<file path="src/rtl/uart_value_tx_pkg.sv">
// Shared definitions for the UART value-reply path.
//   ASCII_CR / ASCII_LF : line terminator bytes
//   SEQ_*               : reply sequencer state encodings
//   BYTE_*              : byte serializer state encodings
//   baud_div()          : clocks per bit, integer-truncated
//   nib_to_ascii()      : 4-bit nibble to uppercase ASCII hex digit
package uart_value_tx_pkg;

  localparam logic [7:0] ASCII_CR = 8'h0D;
  localparam logic [7:0] ASCII_LF = 8'h0A;

  localparam logic [1:0] SEQ_IDLE = 2'd0;
  localparam logic [1:0] SEQ_LOAD = 2'd1;
  localparam logic [1:0] SEQ_SEND = 2'd2;

  localparam logic [1:0] BYTE_IDLE  = 2'd0;
  localparam logic [1:0] BYTE_START = 2'd1;
  localparam logic [1:0] BYTE_DATA  = 2'd2;
  localparam logic [1:0] BYTE_STOP  = 2'd3;

  function automatic int unsigned baud_div(input int unsigned clk_freq,
                                           input int unsigned baud);
    return clk_freq / baud;
  endfunction

  function automatic logic [7:0] nib_to_ascii(input logic [3:0] nib);
    return (nib < 4'd10) ? (8'h30 + {4'h0, nib}) : (8'h37 + {4'h0, nib});
  endfunction

endpackage

</file>
<file path="src/rtl/uart_value_tx_if.sv">
// Request/serial bundle of the value-reply block.
//   start : single-cycle request        (master -> slave)
//   value : 16-bit value to report      (master -> slave)
//   tx    : UART line, idle high        (slave -> master)
//   busy  : transfer in progress        (slave -> master)
//   done  : one-cycle end-of-transfer   (slave -> master)
interface uart_value_tx_if;
  logic        start;
  logic [15:0] value;
  logic        tx;
  logic        busy;
  logic        done;

  modport master (output start, output value, input tx, input busy, input done);
  modport slave  (input start, input value, output tx, output busy, output done);
endinterface

</file>
<file path="src/rtl/uart_value_tx_byte.sv">
// 8N1 byte serializer: start bit, 8 data bits LSB first, stop bit.
//   clk, rst  : clock, asynchronous active-high reset
//   tx_start  : accepted only while idle
//   tx_data   : byte to send, captured on acceptance
//   tx        : registered serial line, idle high
//   tx_busy   : high while a frame is in flight
//   tx_done   : one-cycle pulse in the final clock of the stop bit
//
// state      | meaning
// BYTE_IDLE  | line high, waiting for tx_start
// BYTE_START | driving start bit (0)
// BYTE_DATA  | driving data bits 0..7
// BYTE_STOP  | driving stop bit (1)
module uart_tx_byte
  import uart_value_tx_pkg::*;
#(
  parameter int unsigned CLK_FREQ = 100_000_000,
  parameter int unsigned BAUD     = 9600
) (
  input  logic       clk,
  input  logic       rst,
  input  logic       tx_start,
  input  logic [7:0] tx_data,
  output logic       tx,
  output logic       tx_busy,
  output logic       tx_done
);
  localparam int unsigned DIV = baud_div(CLK_FREQ, BAUD);
  localparam int unsigned CW  = (DIV > 1) ? $clog2(DIV) : 1;
  localparam logic [CW-1:0] BAUD_LAST = CW'(DIV - 1);

  logic [1:0]    r_state;
  logic [CW-1:0] r_baud;
  logic [2:0]    r_bit;
  logic [7:0]    r_shift;
  logic          r_tx;
  logic          w_bit_end;

  assign w_bit_end = (r_baud == BAUD_LAST);

  always_ff @(posedge clk or posedge rst) begin
    if (rst) begin
      r_state <= BYTE_IDLE;
      r_baud  <= '0;
      r_bit   <= '0;
      r_shift <= '0;
      r_tx    <= 1'b1;
    end else begin
      case (r_state)
        BYTE_IDLE: begin
          if (tx_start) begin
            r_shift <= tx_data;
            r_baud  <= '0;
            r_bit   <= '0;
            r_tx    <= 1'b0;
            r_state <= BYTE_START;
          end
        end
        BYTE_START: begin
          if (w_bit_end) begin
            r_baud  <= '0;
            r_tx    <= r_shift[0];
            r_state <= BYTE_DATA;
          end else begin
            r_baud <= r_baud + 1'b1;
          end
        end
        BYTE_DATA: begin
          if (w_bit_end) begin
            r_baud <= '0;
            if (r_bit == 3'd7) begin
              r_tx    <= 1'b1;
              r_state <= BYTE_STOP;
            end else begin
              // shift keeps the next bit at position 1 so the line is fed straight from a flop
              r_bit   <= r_bit + 3'd1;
              r_shift <= r_shift >> 1;
              r_tx    <= r_shift[1];
            end
          end else begin
            r_baud <= r_baud + 1'b1;
          end
        end
        BYTE_STOP: begin
          if (w_bit_end) begin
            r_baud  <= '0;
            r_state <= BYTE_IDLE;
          end else begin
            r_baud <= r_baud + 1'b1;
          end
        end
        default: begin
          r_state <= BYTE_IDLE;
          r_tx    <= 1'b1;
        end
      endcase
    end
  end

  assign tx      = r_tx;
  assign tx_busy = (r_state != BYTE_IDLE);
  // asserted in the last stop clock so the sequencer can reload with a 2-clock gap
  assign tx_done = (r_state == BYTE_STOP) && w_bit_end;

endmodule

</file>
<file path="src/rtl/uart_value_tx.sv">
// Reply path: renders a 16-bit value as 4 ASCII hex digits (MS nibble
// first), optionally followed by CR LF, and sends them as 8N1 frames.
//   clk, rst : clock, asynchronous active-high reset
//   bus      : start/value in, tx/busy/done out (uart_value_tx_if.slave)
//
// state    | meaning
// SEQ_IDLE | waiting for start; value latched on acceptance
// SEQ_LOAD | byte for idx selected, tx_start issued on exit
// SEQ_SEND | waiting for the serializer to finish the byte
module uart_value_tx
  import uart_value_tx_pkg::*;
#(
  parameter int unsigned CLK_FREQ  = 100_000_000,
  parameter int unsigned BAUD      = 9600,
  parameter int unsigned SEND_CRLF = 1
) (
  input  logic     clk,
  input  logic     rst,
  uart_value_tx_if.slave bus
);
  localparam logic [2:0] IDX_LAST = (SEND_CRLF != 0) ? 3'd5 : 3'd3;

  logic [1:0]  r_state;
  logic [15:0] r_val;
  logic [2:0]  r_idx;
  logic        r_busy;
  logic        r_tx_start;
  logic [7:0]  w_byte;
  logic        w_last;
  logic        w_tx;
  logic        w_tx_busy;
  logic        w_tx_done;

  always_comb begin
    w_byte = ASCII_LF;
    case (r_idx)
      3'd0:    w_byte = nib_to_ascii(r_val[15:12]);
      3'd1:    w_byte = nib_to_ascii(r_val[11:8]);
      3'd2:    w_byte = nib_to_ascii(r_val[7:4]);
      3'd3:    w_byte = nib_to_ascii(r_val[3:0]);
      3'd4:    w_byte = ASCII_CR;
      default: w_byte = ASCII_LF;
    endcase
  end

  assign w_last = (r_idx == IDX_LAST);

  always_ff @(posedge clk or posedge rst) begin
    if (rst) begin
      r_state    <= SEQ_IDLE;
      r_val      <= '0;
      r_idx      <= '0;
      r_busy     <= 1'b0;
      r_tx_start <= 1'b0;
    end else begin
      r_tx_start <= 1'b0;
      case (r_state)
        SEQ_IDLE: begin
          if (bus.start) begin
            r_val   <= bus.value;
            r_idx   <= '0;
            r_busy  <= 1'b1;
            r_state <= SEQ_LOAD;
          end
        end
        SEQ_LOAD: begin
          if (!w_tx_busy) begin
            r_tx_start <= 1'b1;
            r_state    <= SEQ_SEND;
          end
        end
        SEQ_SEND: begin
          if (w_tx_done) begin
            if (w_last) begin
              r_busy  <= 1'b0;
              r_state <= SEQ_IDLE;
            end else begin
              r_idx   <= r_idx + 3'd1;
              r_state <= SEQ_LOAD;
            end
          end
        end
        default: r_state <= SEQ_IDLE;
      endcase
    end
  end

  uart_tx_byte #(
    .CLK_FREQ (CLK_FREQ),
    .BAUD     (BAUD)
  ) u_tx_byte (
    .clk      (clk),
    .rst      (rst),
    .tx_start (r_tx_start),
    .tx_data  (w_byte),
    .tx       (w_tx),
    .tx_busy  (w_tx_busy),
    .tx_done  (w_tx_done)
  );

  assign bus.tx   = w_tx;
  assign bus.busy = r_busy;
  // done shares the final stop clock; the FSM is still in SEND, so a start here is not taken
  assign bus.done = (r_state == SEQ_SEND) && w_tx_done && w_last;

endmodule

</file>
<file path="src/flat_wrapper.sv">
// flat-port wrapper written by rule: the top's interface ports become plain ports
module uart_value_tx_flat import uart_value_tx_pkg::*;
#(
  parameter int unsigned CLK_FREQ  = 100_000_000,
  parameter int unsigned BAUD      = 9600,
  parameter int unsigned SEND_CRLF = 1
)
  (clk, rst, bus_start, bus_value, bus_tx, bus_busy, bus_done);
  uart_value_tx_if bus_i ();
  input  logic clk;
  input  logic rst;
  input wire logic [$bits(bus_i.start)-1:0] bus_start;
  input wire logic [$bits(bus_i.value)-1:0] bus_value;
  output wire logic [$bits(bus_i.tx)-1:0] bus_tx;
  output wire logic [$bits(bus_i.busy)-1:0] bus_busy;
  output wire logic [$bits(bus_i.done)-1:0] bus_done;
  assign bus_i.start = bus_start;
  assign bus_i.value = bus_value;
  assign bus_tx = bus_i.tx;
  assign bus_busy = bus_i.busy;
  assign bus_done = bus_i.done;
  uart_value_tx #(.CLK_FREQ(CLK_FREQ), .BAUD(BAUD), .SEND_CRLF(SEND_CRLF)) u_core (.clk(clk), .rst(rst), .bus(bus_i));
endmodule
</file>
<file path="config.mk">
export PLATFORM = sky130hd
export DESIGN_NAME = uart_value_tx_flat
export DESIGN_NICKNAME = d
export VERILOG_FILES = /design/src/rtl/uart_value_tx_pkg.sv /design/src/rtl/uart_value_tx_if.sv /design/src/rtl/uart_value_tx_byte.sv /design/src/rtl/uart_value_tx.sv /design/src/flat_wrapper.sv
export SDC_FILE = /design/constraint.sdc
export NUM_CORES = 1
export LEC_CHECK = 0
export ABC_AREA = 1
export CORE_ASPECT_RATIO = 1.75
export CORE_MARGIN = 1
export CORE_UTILIZATION = 40
export CTS_BUF_LIST = sky130_fd_sc_hd__clkbuf_8
export CTS_CLUSTER_SIZE = 20
export DETAILED_ROUTE_END_ITERATION = 10
export RECOVER_POWER = 25
export SYNTH_ARGS = -nofsm -noshare
export SYNTH_HDL_FRONTEND = slang
export SYNTH_SLANG_ARGS = --single-unit
</file>
<file path="constraint.sdc">
create_clock -name clk -period 1.6 [get_ports clk]
set_input_delay 0.16 -clock clk [delete_from_list [all_inputs] [get_ports clk]]
set_output_delay 0.16 -clock clk [all_outputs]
set_load 0.03 [all_outputs]
</file>
# --- Word level (Yosys, flattened, before mapping) ---
# Index checks and enable logic that the tools add are counted.
classes:
  addsub: 11
  n_lt_le_gt_ge: 4
  n_eq_ne: 23
  muxes: 42
  reduce_logical: 18
op_table:
  columns: ["op", "n"]
  rows:
  - ["adder 6 x 4 -> 7 bit, first input constant", 8]
  - ["2-to-1 mux 8 bit", 7]
  - ["one-hot mux 8 bit (5 select lines)", 1]
  - ["2-to-1 mux 14 bit", 2]
  - ["one-hot mux 14 bit (2 select lines)", 1]
  - ["2-to-1 mux 3 bit", 6]
  - ["< comparator 4 bit, second input constant", 4]
  - ["2-to-1 mux 2 bit", 8]
  - ["!= test 2 bit, second input constant", 8]
  - ["one-hot mux 8 bit (2 select lines)", 1]
  - ["AND reduction 4 bit", 4]
  - ["adder 14 x 1 -> 14 bit, second input constant", 1]
  - ["equality test 14 bit, second input constant", 1]
  - ["one-hot mux 3 bit (2 select lines)", 2]
  - ["2-to-1 mux 1 bit", 10]
  - ["equality test 3 bit, second input constant", 3]
  - ["one-hot mux 2 bit (4 select lines)", 1]
  - ["adder 3 x 1 -> 3 bit, second input constant", 2]
  - ["equality test 2 bit, second input constant", 3]
  - ["equality test 3 x 2 -> 1 bit, second input constant", 2]
  - ["!= test 2 x 1 -> 1 bit, second input constant", 3]
  - ["one-hot mux 2 bit (3 select lines)", 1]
  - ["nonzero test 2 bit", 3]
  - ["AND reduction 5 bit", 1]
  - ["11 further kinds", 15]
word_totals:
  register_bits: 51
  input_bits: 19

# --- Longest topological paths before layout ---
logic_depth:
  ltp_word: 5
  depth_mapped: 12

# --- By module ---
# Synthesis repeated with hierarchy kept, for this count alone.
unflattened:
  cells_unflattened: 461
  hier_area_um2: 3274.4
modules_own_cells:
  columns: ["module", "instances", "cells_each", "area_each_um2"]
  rows:
  - ["uart_tx_byte", 1, 220, 1692.9]
  - ["uart_value_tx", 1, 241, 1581.5]

# --- Worst setup path before layout ---
# Ideal clock, no wire load.
synth_path:
  path_kind: "register to output"
  start: "register u_core.u_tx_byte.r_baud[1]"
  end: "output port bus_done"
  arrival_time_ns: 1.502
  required_ns: 1.440
  slack_ns: -0.062
  stages_incl_launch_ff: 6
  cell_sequence: "dfrtp_1 > ha_1 > nand2_1 > nor2_1 > nand2_1 > nor3_1"
synth_between:
  elab_chain_len: 4
synth_rtl:
  columns: ["element", "line_no", "rtl"]
  rows:
  - ["start: declaration", "uart_value_tx_byte.sv:33", "logic [CW-1:0] r_baud;"]
  - ["start signal: assignment", "uart_value_tx_byte.sv:65", "r_baud <= r_baud + 1'b1;"]
  - ["start signal: assignment", "uart_value_tx_byte.sv:81", "r_baud <= r_baud + 1'b1;"]
  - ["start signal: assignment", "uart_value_tx_byte.sv:89", "r_baud <= r_baud + 1'b1;"]
  - ["equality test 14 bit", "uart_value_tx_byte.sv:39", "assign w_bit_end = (r_baud == BAUD_LAST);"]
  - ["logical AND 1 bit", "uart_value_tx_byte.sv:103", "assign tx_done = (r_state == BYTE_STOP) && w_bit_end;"]
  - ["logical AND 1 bit (2 in series)", "uart_value_tx.sv:104", "assign bus.done = (r_state == SEQ_SEND) && w_tx_done && w_last;"]
  - ["end: declaration", "flat_wrapper.sv:16", "output wire logic [$bits(bus_i.done)-1:0] bus_done;"]
# Every way passes these cells.

# --- Worst setup path after layout ---
layout_path:
  start: "register u_core.u_tx_byte.r_baud[0]"
  end: "output port bus_done"
# The elaborated chain is that of the path after synthesis.

==> results.yml <==
outcome:
  status: "finished with violations"
  violations: "setup timing"
grt:
  grt_usage: 0.205
  antenna_found_initial: 0
  grt_pass1_wl_um: 12600
  grt_pass1_vias: 2961
  grt.overflow.total: 0
  grt_max_degree: 41
timing:
  rsz0062_at_grt: "yes"
  period_minus_slack_ns: 1.68
  finalCritPeriodShare: 1.05
  worst_slew_pin_slew_ns: 0.575
  hold_viol: 0
  setup_ws_ns: -0.0814
  setup_violations: 6
  fmax_mhz: 595
  hold_ws_ns: 0.256
  drv_slew: 0
  skew_ns: 0.0137
  maxSlewHeadroom: 0.617
critical_path:
  arrival_ns: 1.52
  rr_endpoint: "u_core.u_tx_byte.r_bit[1]"
  r2r-start: "u_core.u_tx_byte.r_baud[8]"
  cp-endpoint: "bus_done"
  crit_fanout: 4
  crit_required_ns: 1.44
  reg2reg_depth: 9
  crit_path_start_kind: "flip-flop"
  critPathLaunch: "u_core.u_tx_byte.r_baud[0]"
  crit_type: "flip-flop to output port"
  cp-end-kind: "output port"
  rrSetupSlack_ns: -0.02
placement:
  place_ws_ns: -0.0654
  port_buffers: 21
  gp_congestion: 0.850
  placedCellCount: 547
  dpl.hpwl_um: 5460
  dpl_cell_area_mm2: 0.00360
drt:
  first_pass_iters: 4
  vias_per_cell: 5.02
  routed_wl_um: 7610
  drcViolationCount: 0
  num_vias: 2902
  drtIter0Drc: 85
  ant_nets: 0
  drt-wirelength-per-cell_um: 13.2
cells_and_area:
  layout_commonest_cell: "nand2_1"
  fin_nets: 525
  layout_common_cells: "nand2_1 (104), inv_1 (49), dfrtp_1 (48)"
  antennaDiodeCount: 0
  syn_to_final_growth_pct: 30.7
  design_area_mm2: 0.00410
  layout-drive-gt1-share: 0.247
  instances_no_fill: 578
synthesis:
  synth_cells: 425
  yosysSeqAreaShare: 0.400
  syn-num-nets: 461
  synth_cell_types: 34
  synthFlopType: "dfrtp_1"
  synthArstFlopShare: 1.00
  synth_seq_cells: 50
  synth_warnings: 0
  syn-cell-area_mm2: 0.00313
  synth.avg_cell_area_um2: 7.37
  synth_edf_count: 0
pwr:
  powerDensity_mw_per_mm2: 598
  irDropWorstVdd_v: 0.000570
  p_leak_uw: 0.00211
  p_total_uw: 2450
hold_path:
  hold_path.class: "input port to asynchronous set/reset pin"
cts:
  hold_buffers: 0
  cts_buffer_depth: 2
  cts_tree: "done"
  cts.sinks: 50
  clkLatencyLatePin_ns: 0.32
  clkTransAtPathRegs_ns: 0.10
  cts-root-buf: "clkbuf_8"
  cts_buffers: 5
  h-tree-depth: 2
floorplan:
  chipWidth_um: 68.9
  die_y_um: 119
  dieArea_mm2: 0.00821
  io_pins: 22
  core_mm2: 0.00757
  initial_core_util: 0.414
  rows: 42
job:
  drv_cap: 0
==> power breakdown <==
group	internal (µW)	leakage, µW	total [µW]	switching (µW)
combinational	39.1	0.00148	69.9	30.8
clock	667	0.0000714	1120	449
sequential	1260	0.000562	1260	0
total	1970	0.00211	2450	480
==> layer usage <==
layer	vias to the layer above	GRT usage	share of wire
met5	-	0	0
met4	0	0.112	0.023
met3	12	0.0345	0.018
met2	44	0.377	0.59
met1	1360	0.203	0.37
li1	1486	-	-
==> worst min-delay path by stage <==
stage | from | end | depth (start not counted)
global route | rst | u_core.u_tx_byte.r_baud[1] | 2
floorplan | bus_value[3] | u_core.r_val[3] | 2
CTS | rst | u_core.u_tx_byte.r_baud[0] | 2
finish | rst | u_core.u_tx_byte.r_baud[0] | 2
detailed placement | rst | u_core.u_tx_byte.r_baud[0] | 2
global placement | rst | u_core.u_tx_byte.r_baud[0] | 2
==> registers in the layout (all words and copies together), names as in the netlist <==
name                      cells
u_core.u_tx_byte.r_state      2
u_core.r_tx_start             1
u_core.u_tx_byte.r_baud      14
u_core.u_tx_byte.r_shift      7
u_core.r_state                2
u_core.u_tx_byte.tx           1
u_core.bus.busy               1
u_core.r_val                 16
u_core.u_tx_byte.r_bit        3
u_core.r_idx                  3
==> logic make-up after synthesis <==
kind of cell	Yosys count	synth area share
buffers and inverters	65	0.0822
XOR/XNOR	1	0.00279
adder cells (fa/ha/maj)	17	0.0679
multiplexers	1	0.00319
flip-flops	50	0.400
AND/OR/NAND/NOR	229	0.329
AO/OA/AOI/OAI	62	0.116
==> cell type report <==
type / instances / area [µm²]
inverters: 60 / 233
clock buffers: 6 / 82.6
repair buffers: 61 / 556
fillers: 726 / 3470
flip-flops and latches: 50 / 1250
well taps: 88 / 110
multi-input cells: 311 / 1800
clock inverters: 2 / 60.1
==> synthesized netlist by cell type, types with 3 or more instances <==
cell type / instances / area [µm²]
a21oi_1: 29 / 145
dfrtp_1: 49 / 1230
o21ai_1: 5 / 25.0
ha_1: 17 / 213
nand4_1: 7 / 43.8
nor2_2: 9 / 56.3
o21ai_0: 16 / 80.1
o21bai_1: 4 / 30.0
nand2_2: 3 / 18.8
nor3_1: 3 / 15.0
nor2_1: 53 / 199
inv_2: 5 / 18.8
nand3_2: 3 / 30.0
nand3_1: 29 / 145
inv_1: 54 / 203
nor2_4: 3 / 33.8
nand2_1: 112 / 420
o21ai_2: 3 / 26.3
buf_2: 3 / 15.0
==> through the flow <==
step           utilization  setup TNS (ns)
4_1_cts              0.511         -0.0863
6_report             0.541          -0.141
3_5_place_dp         0.476          -0.266
5_1_grt              0.541           -1.45
3_3_place_gp         0.476         -0.0504
2_1_floorplan            -               0
==> critical path, stage by stage, from the launching register on <==
cell	delay, ns
dfrtp_1	0.40
ha_4	0.17
nand2_1	0.09
nor2_4	0.12
nand2_2	0.08
nor3_2	0.16
buf_4	0.18
==> timing repair <==
action | in CTS | in global routing
cloned | 1 | 0
resized for setup | 16 | 43
setup buffers | 10 | 12
hold endpoints to repair | 0 | 0
pin swaps | 3 | 16
endpoints found under the setup margin | 14 | 18
(Power assumes the default switching activity.)
